`src/rtl/ps_arb_pkg.sv`:
```
`default_nettype none
// ============================================================================
// Module  : ps_arb_pkg
// Purpose : Shared types for the ps_if round-robin arbiter.
// Ports   : none (package)
// Rev     : 1.0  initial release
// ============================================================================
package ps_arb_pkg;

  // Arbiter FSM states. IDLE is the only arbitration point; the other
  // states each own exactly one ps_if channel of the granted requester.
  typedef enum logic [2:0] {
    IDLE  = 3'd0,
    WADDR = 3'd1,
    WRESP = 3'd2,
    RADDR = 3'd3,
    RRESP = 3'd4
  } ps_arb_state_e;

endpackage : ps_arb_pkg
`default_nettype wire

```
`src/rtl/rr_pick.sv`:
```
`default_nettype none
// ============================================================================
// Module  : rr_pick
// Purpose : Combinational round-robin picker. Returns the first set bit of
//           req at or after ptr, wrapping modulo NUM_REQ.
// Ports   : req   in  [NUM_REQ]  request vector
//           ptr   in  [IDX_W]    search start index (must be < NUM_REQ)
//           idx   out [IDX_W]    winning index (0 when nothing found)
//           found out 1          at least one request is set
// Rev     : 1.0  initial release
// ============================================================================
module rr_pick #(
  parameter int NUM_REQ = 4,
  parameter int IDX_W   = (NUM_REQ > 1) ? $clog2(NUM_REQ) : 1
) (
  input  logic [NUM_REQ-1:0] req,
  input  logic [IDX_W-1:0]   ptr,
  output logic [IDX_W-1:0]   idx,
  output logic               found
);

  int               cand;
  logic [IDX_W-1:0] cand_idx;

  // Walk the offsets from farthest to nearest so the nearest hit at or
  // after ptr overwrites any farther one and wins.
  always_comb begin
    idx      = '0;
    found    = 1'b0;
    cand     = 0;
    cand_idx = '0;
    for (int k = NUM_REQ - 1; k >= 0; k--) begin
      cand = int'(ptr) + k;
      if (cand >= NUM_REQ) begin
        cand = cand - NUM_REQ;
      end
      cand_idx = IDX_W'(cand);
      if (req[cand_idx]) begin
        idx   = cand_idx;
        found = 1'b1;
      end
    end
  end

endmodule : rr_pick
`default_nettype wire

```
`src/rtl/ps_arbiter.sv`:
```
`default_nettype none
// ============================================================================
// Module  : ps_arbiter
// Purpose : Round-robin arbiter sharing one downstream ps_if slave among
//           NUM_REQ upstream masters. One transaction outstanding at a time;
//           responses route only to the granted requester.
// Ports   : clk, rst                      clock, sync active-high reset
//           s_* (packed [NUM_REQ] arrays)  upstream requester channels
//           m_*                            downstream slave channels
//           grant_idx out [IDX_W]          current/last granted requester
//           busy      out 1                FSM not in IDLE
// Rev     : 1.0  initial release
// ============================================================================
module ps_arbiter
  import ps_arb_pkg::*;
#(
  parameter int NUM_REQ    = 4,
  parameter int ADDR_WIDTH = 5,
  parameter int DATA_WIDTH = 32,
  parameter int IDX_W      = (NUM_REQ > 1) ? $clog2(NUM_REQ) : 1
) (
  input  logic                                 clk,
  input  logic                                 rst,
  // upstream requester outputs
  input  logic [NUM_REQ-1:0][ADDR_WIDTH-1:0]   s_waddr,
  input  logic [NUM_REQ-1:0][DATA_WIDTH-1:0]   s_wdata,
  input  logic [NUM_REQ-1:0]                   s_wvalid,
  input  logic [NUM_REQ-1:0]                   s_bready,
  input  logic [NUM_REQ-1:0][ADDR_WIDTH-1:0]   s_raddr,
  input  logic [NUM_REQ-1:0]                   s_arvalid,
  input  logic [NUM_REQ-1:0]                   s_rready,
  // upstream responses
  output logic [NUM_REQ-1:0]                   s_wready,
  output logic [NUM_REQ-1:0]                   s_bvalid,
  output logic [NUM_REQ-1:0][DATA_WIDTH-1:0]   s_bdata,
  output logic [NUM_REQ-1:0]                   s_aready,
  output logic [NUM_REQ-1:0]                   s_rvalid,
  output logic [NUM_REQ-1:0][DATA_WIDTH-1:0]   s_rdata,
  // downstream slave
  output logic [ADDR_WIDTH-1:0]                m_waddr,
  output logic [DATA_WIDTH-1:0]                m_wdata,
  output logic                                 m_wvalid,
  output logic                                 m_bready,
  output logic [ADDR_WIDTH-1:0]                m_raddr,
  output logic                                 m_arvalid,
  output logic                                 m_rready,
  input  logic                                 m_wready,
  input  logic                                 m_bvalid,
  input  logic [DATA_WIDTH-1:0]                m_bdata,
  input  logic                                 m_aready,
  input  logic                                 m_rvalid,
  input  logic [DATA_WIDTH-1:0]                m_rdata,
  // status
  output logic [IDX_W-1:0]                     grant_idx,
  output logic                                 busy
);

  ps_arb_state_e    state_q;
  logic [IDX_W-1:0] grant_q;
  logic [IDX_W-1:0] rr_ptr_q;
  logic             busy_q;

  logic [NUM_REQ-1:0] req;
  logic [IDX_W-1:0]   pick_idx;
  logic               pick_found;
  logic [IDX_W-1:0]   rr_ptr_d;

  // A requester competes if it has either channel pending; the
  // write-over-read choice is made after the winner is known.
  assign req = s_wvalid | s_arvalid;

  rr_pick #(
    .NUM_REQ (NUM_REQ),
    .IDX_W   (IDX_W)
  ) u_rr_pick (
    .req   (req),
    .ptr   (rr_ptr_q),
    .idx   (pick_idx),
    .found (pick_found)
  );

  // Pointer moves to the requester after the one just served.
  always_comb begin
    if (grant_q == IDX_W'(NUM_REQ - 1)) begin
      rr_ptr_d = '0;
    end else begin
      rr_ptr_d = grant_q + 1'b1;
    end
  end

  always_ff @(posedge clk) begin
    if (rst) begin
      state_q  <= IDLE;
      grant_q  <= '0;
      rr_ptr_q <= '0;
      busy_q   <= 1'b0;
    end else begin
      case (state_q)
        IDLE: begin
          if (pick_found) begin
            grant_q <= pick_idx;
            busy_q  <= 1'b1;
            state_q <= s_wvalid[pick_idx] ? WADDR : RADDR;
          end
        end
        WADDR: begin
          if (m_wvalid && m_wready) begin
            state_q <= WRESP;
          end
        end
        WRESP: begin
          if (m_bvalid && m_bready) begin
            state_q  <= IDLE;
            busy_q   <= 1'b0;
            rr_ptr_q <= rr_ptr_d;
          end
        end
        RADDR: begin
          if (m_arvalid && m_aready) begin
            state_q <= RRESP;
          end
        end
        RRESP: begin
          if (m_rvalid && m_rready) begin
            state_q  <= IDLE;
            busy_q   <= 1'b0;
            rr_ptr_q <= rr_ptr_d;
          end
        end
        default: begin
          state_q <= IDLE;
          busy_q  <= 1'b0;
        end
      endcase
    end
  end

  // Payload muxes follow the grant regardless of state; only the
  // handshake signals are gated by the FSM.
  assign m_waddr = s_waddr[grant_q];
  assign m_wdata = s_wdata[grant_q];
  assign m_raddr = s_raddr[grant_q];

  always_comb begin
    s_wready  = '0;
    s_bvalid  = '0;
    s_aready  = '0;
    s_rvalid  = '0;
    m_wvalid  = 1'b0;
    m_bready  = 1'b0;
    m_arvalid = 1'b0;
    m_rready  = 1'b0;
    case (state_q)
      WADDR: begin
        m_wvalid          = s_wvalid[grant_q];
        s_wready[grant_q] = m_wready;
      end
      WRESP: begin
        m_bready          = s_bready[grant_q];
        s_bvalid[grant_q] = m_bvalid;
      end
      RADDR: begin
        m_arvalid         = s_arvalid[grant_q];
        s_aready[grant_q] = m_aready;
      end
      RRESP: begin
        m_rready          = s_rready[grant_q];
        s_rvalid[grant_q] = m_rvalid;
      end
      default: ;
    endcase
  end

  // Response data is broadcast; each requester qualifies it with its valid.
  for (genvar i = 0; i < NUM_REQ; i++) begin : g_bcast
    assign s_bdata[i] = m_bdata;
    assign s_rdata[i] = m_rdata;
  end

  assign grant_idx = grant_q;
  assign busy      = busy_q;

endmodule : ps_arbiter
`default_nettype wire

```
`config.mk`:
```
export PLATFORM = sky130hd
export DESIGN_NAME = ps_arbiter
export DESIGN_NICKNAME = d
export VERILOG_FILES = /design/src/rtl/ps_arb_pkg.sv /design/src/rtl/rr_pick.sv /design/src/rtl/ps_arbiter.sv
export SDC_FILE = /design/constraint.sdc
export NUM_CORES = 1
export LEC_CHECK = 0
export BUFFER_PORTS_ARGS = -buffer_cell sky130_fd_sc_hd__buf_2
export CAP_MARGIN = 0
export CELL_PAD_IN_SITES_DETAIL_PLACEMENT = 1
export CELL_PAD_IN_SITES_GLOBAL_PLACEMENT = 1
export CORE_AREA = 2 2 226 228
export CTS_BUF_LIST = sky130_fd_sc_hd__clkbuf_4
export CTS_CLUSTER_SIZE = 24
export DETAILED_ROUTE_END_ITERATION = 12
export DIE_AREA = 0 0 228 230
export GPL_ROUTABILITY_DRIVEN = 1
export PLACE_DENSITY_LB_ADDON = 0.1
export SYNTH_ARGS = -nofsm -noshare
export SYNTH_HDL_FRONTEND = slang
export SYNTH_SLANG_ARGS = --single-unit
```
`constraint.sdc`:
```
create_clock -name clk -period 1.8 [get_ports clk]
set_input_delay 0.18 -clock clk [delete_from_list [all_inputs] [get_ports clk]]
set_output_delay 0.18 -clock clk [all_outputs]
set_load 0.01 [all_outputs]
```
==> summary by stage <==
Run status
The checks that failed: negative setup slack. The flow ran to the end, but the final reports show violations.

Finish
The share of layout cells above drive strength 1 is 82.2%. The signed area change from the synthesized netlist to the final layout is 19.6%. At the end of the flow the core is filled with cells to 9.26%. The final design instance area without fill is 4620 um^2.

The combined area of the multi-input logic cells is 1760 um^2. Summing all flip-flop and latch instances after layout gives 171 um^2. At the end of the flow, the number of nets in the layout was 696.

After filler insertion, the fill cell instance count of the layout stands at 6,001.

Worst setup path
Among all stages on the critical path, the largest delay is contributed by sky130_fd_sc_hd__mux4_2. The critical path is of the flop to output pin type. The signal on the critical path passes through mux4_2, and3_4, buf_6. The family of cells with the greatest summed delay on the critical path is multiplexers. In this run the worst path has a maximum fanout of 5.

Counting both buffers and inverters, the worst setup path holds a total of 1. The critical path arrival is 1.68 ns. At the worst endpoint, the required time is 1.62 ns. STA classifies the critical path startpoint as a flop.

The endpoint kind of the worst setup timing path is an output pin. The critical path's largest stage delay is 0.64 ns.

Placement
Summing all placed instances gives a cell area of 4100 um^2. The estimated wirelength of the detail-placed design is 14,700 um. The global placer's final weighted congestion is 0.718. The pre-CTS setup slack is -0.0641 ns.

During placement, the flow inserted port buffers numbering 254.

GRT
The initial antenna violation count is 3. The first global-routing pass estimated 24,100 um of wire. Across every metal layer, demand over resource in global routing totals 6.12%. The number of global-route vias before repair is 3,337. The maximum number of pins on one net before global-route repair is 25. The leftover overflow at the end of global routing is 0.

CTS
Clock latency on the worst-skew pair, taken at its later pin, is 0.26 ns. The TritonCTS clock tree is done. The sink count of the clock tree is 8. No sink is reached through more buffers than the 2 on the longest clock path. The number of buffers created by CTS is 3. The clock tree root driver cell is sky130_fd_sc_hd__clkbuf_4. CTS built an H-tree with a depth of 1. The clock input transition at the sequential cells of the worst setup and hold paths is 0.07 ns.

Logic synthesis
The most frequently used cell type in the post-synthesis netlist is sky130_fd_sc_hd__buf_4. The mean instance size in the synthesized netlist is 9.22 um^2. The Yosys step of the flow raised 0 warnings. The async set or reset register ratio after synthesis is 0%.

By area the synthesized netlist is led by sky130_fd_sc_hd__buf_4 50%, sky130_fd_sc_hd__mux4_2 26%, sky130_fd_sc_hd__dfxtp_1 4.1%, sky130_fd_sc_hd__and2_1 1.9%, sky130_fd_sc_hd__ha_1 1.3%. In this run the biggest area consumer among cell types represents 49.8% of the synthesized area. For this run, the leading register cell type out of synthesis is sky130_fd_sc_hd__dfxtp_1. The synthesized netlist contains 49 unique library cells. In the synthesized netlist, the cells that appear most often are 256 x sky130_fd_sc_hd__buf_4, 45 x sky130_fd_sc_hd__mux4_2, 13 x sky130_fd_sc_hd__nor2_1, 12 x sky130_fd_sc_hd__and2_1. The number of synthesized flops with an enable pin is 0. The net count after synthesis is 677.

The dominant cell type by area after synthesis is sky130_fd_sc_hd__buf_4. The synthesized flop and latch total is 8. The area of the mapped netlist is 3860 um^2. The share of synthesized area occupied by flip-flops and latches is 4.15%. Synthesis produced 419 cells.

Timing
After layout, the minimum clock period comes to 1.86 ns. On the final layout, the worst clock skew is 0.00312 ns. Setup violations remaining at the end of the flow were counted as 30. The max-slew violation total from the final report was 0. The final worst-path cycle share is 103%.

At the pin with the least slew margin, the transition time is 0.407 ns. Once routing completed, OpenROAD measured the worst setup slack at -0.0621 ns. Setup total negative slack on the finished layout was measured at -0.578 ns. For this run, the top clock speed supported by timing is 0.537 GHz. The number of failing hold endpoints at the final stage was 0. The hold slack is 0.251 ns.

In this run the tightest slew margin relative to its limit is 72.7%. Setup repair after global routing could not meet its margin everywhere.

Detailed routing
The routed layout has 2,907 vias. In the final routing, the length of wire on met1 measures 6150 um. Wire segments on met3 add up to 1630 um in the final route. The final wirelength is 17,100 um. The post-detailed-route count of antenna-violating nets is 0. Dividing the detail-routed wire length by the instance count gives 15.4 um.

The ratio of routed vias to standard cells is 2.62. The uppermost signal routing layer after detailed routing is met5. The count of unresolved DRC violations after routing is 0.

The number of violations reported at the end of detailed-routing iteration 0 is 84. In the detailed route, the total length drawn on met2 is 8890 um. Before antenna repair, the detailed router went through 4 iterations.

Power and ir drop
The clock network is responsible for 7.6% of the overall power. Across the VDD grid, the largest voltage drop is 0.000134 V. The combinational fraction of design power is 79.5%. The share of total power dissipated in sequential elements is 12.9%. The power spent charging and discharging nets is 1.01 mW.

Net switching is 42.2% of the power. The internal power of the cells totals 1.38 mW. Summed over all cells, the static leakage comes to 1.89 nW.

The power density over cell area is 518 nW/um^2.

Flow run
The tool flagged a number of max-cap violations equal to 0.

Floorplanning
The floorplan step defined a die boundary enclosing 52,400 um^2. The area inside the core boundary is 49,900 um^2. The initial utilization of the core area, before any placement, comes to 7.74%.

The site row count is 82. The top-level port count is 575. The die boundary width is 228 um. From bottom edge to top edge, the die measures 230 um.

Worst hold path
The worst hold path belongs to the class input port to flop.
## logic make-up (layout without fill, tap and decap cells)
kind of cell	Yosys count	in the layout	share of synthesized area, %
simple gates	61	61	9.59
buf+inv	273	291	52.7
compound gates	25	25	4.83
flops	8	8	4.15
other cells	0	1	0
fa+ha+maj	4	4	1.30
mux	48	48	27.4
## power groups by stage
stage / combinational, mW / sequential (mW) / clock (mW)
after CTS: 1.84 / 0.309 / 0.198
after detailed placement: 1.62 / 0.310 / 0
after floorplan: 1.47 / 0.276 / 0
final: 1.90 / 0.310 / 0.181
after global placement: 1.63 / 0.312 / 0
after global routing: 2.07 / 0.322 / 0.205
## repair_timing
item / CTS / global route
setup endpoints to repair: 65 / 66
setup buffers: 4 / 7
hold buffers: 0 / 0
cloned: 3 / 0
gates resized for setup: 32 / 23
pin swaps: 2 / 5
## placed cells by master, fill, tap and decap left out, types with 3 or more instances in the layout
master                     count
sky130_fd_sc_hd__nor3_1        5
sky130_fd_sc_hd__buf_12        5
sky130_fd_sc_hd__buf_2       229
sky130_fd_sc_hd__dfxtp_1       3
sky130_fd_sc_hd__buf_16        3
sky130_fd_sc_hd__dfxtp_2       3
sky130_fd_sc_hd__a21oi_1       7
sky130_fd_sc_hd__inv_1         4
sky130_fd_sc_hd__and2_1       12
sky130_fd_sc_hd__clkbuf_4      4
sky130_fd_sc_hd__buf_6        27
sky130_fd_sc_hd__nand2_1       4
sky130_fd_sc_hd__and3_1        7
sky130_fd_sc_hd__nor2_1       12
sky130_fd_sc_hd__ha_4          4
sky130_fd_sc_hd__buf_4        18
sky130_fd_sc_hd__mux4_2       45
## flip-flops by register name (all words and copies together) (netlist names)
| name | count |
|---|---|
| busy | 1 |
| grant_idx | 2 |
| state_q | 3 |
| rr_ptr_q | 2 |
## worst paths after layout
check	slack, ns	cells after the start	endpoint	startpoint
hold / removal	0.25	2	rr_ptr_q[0]	rst
hold reg to reg	0.53	2	busy	busy
setup reg to reg	-0.01	7	state_q[1]	grant_idx[0]
setup / recovery	-0.06	3	m_bready	grant_idx[0]
## final cells by class
type / count / area share (%)
inverter: 4 / 0.325
timing repair buffer: 283 / 39.0
antenna: 1 / 0.0542
clock buffer: 4 / 0.650
sequential: 8 / 3.71
multi-input combinational: 138 / 38.1
tap: 672 / 18.2
## per-stage QoR
| step | cells | total power, mW |
|---|---|---|
| floorplan | 419 | 1.75 |
| global placement | 1091 | 1.94 |
| detailed placement | 1091 | 1.93 |
| CTS | 1102 | 2.35 |
| global route | 1109 | 2.60 |
| finish | 1110 | 2.39 |
## per-layer routing
metal | up-vias | global-route usage (%)
met5 | - | 0
met4 | 2 | 1.96
met3 | 51 | 2.08
met2 | 224 | 10.9
met1 | 1396 | 6.85
li1 | 1234 | -
(Power assumes the default switching activity.)
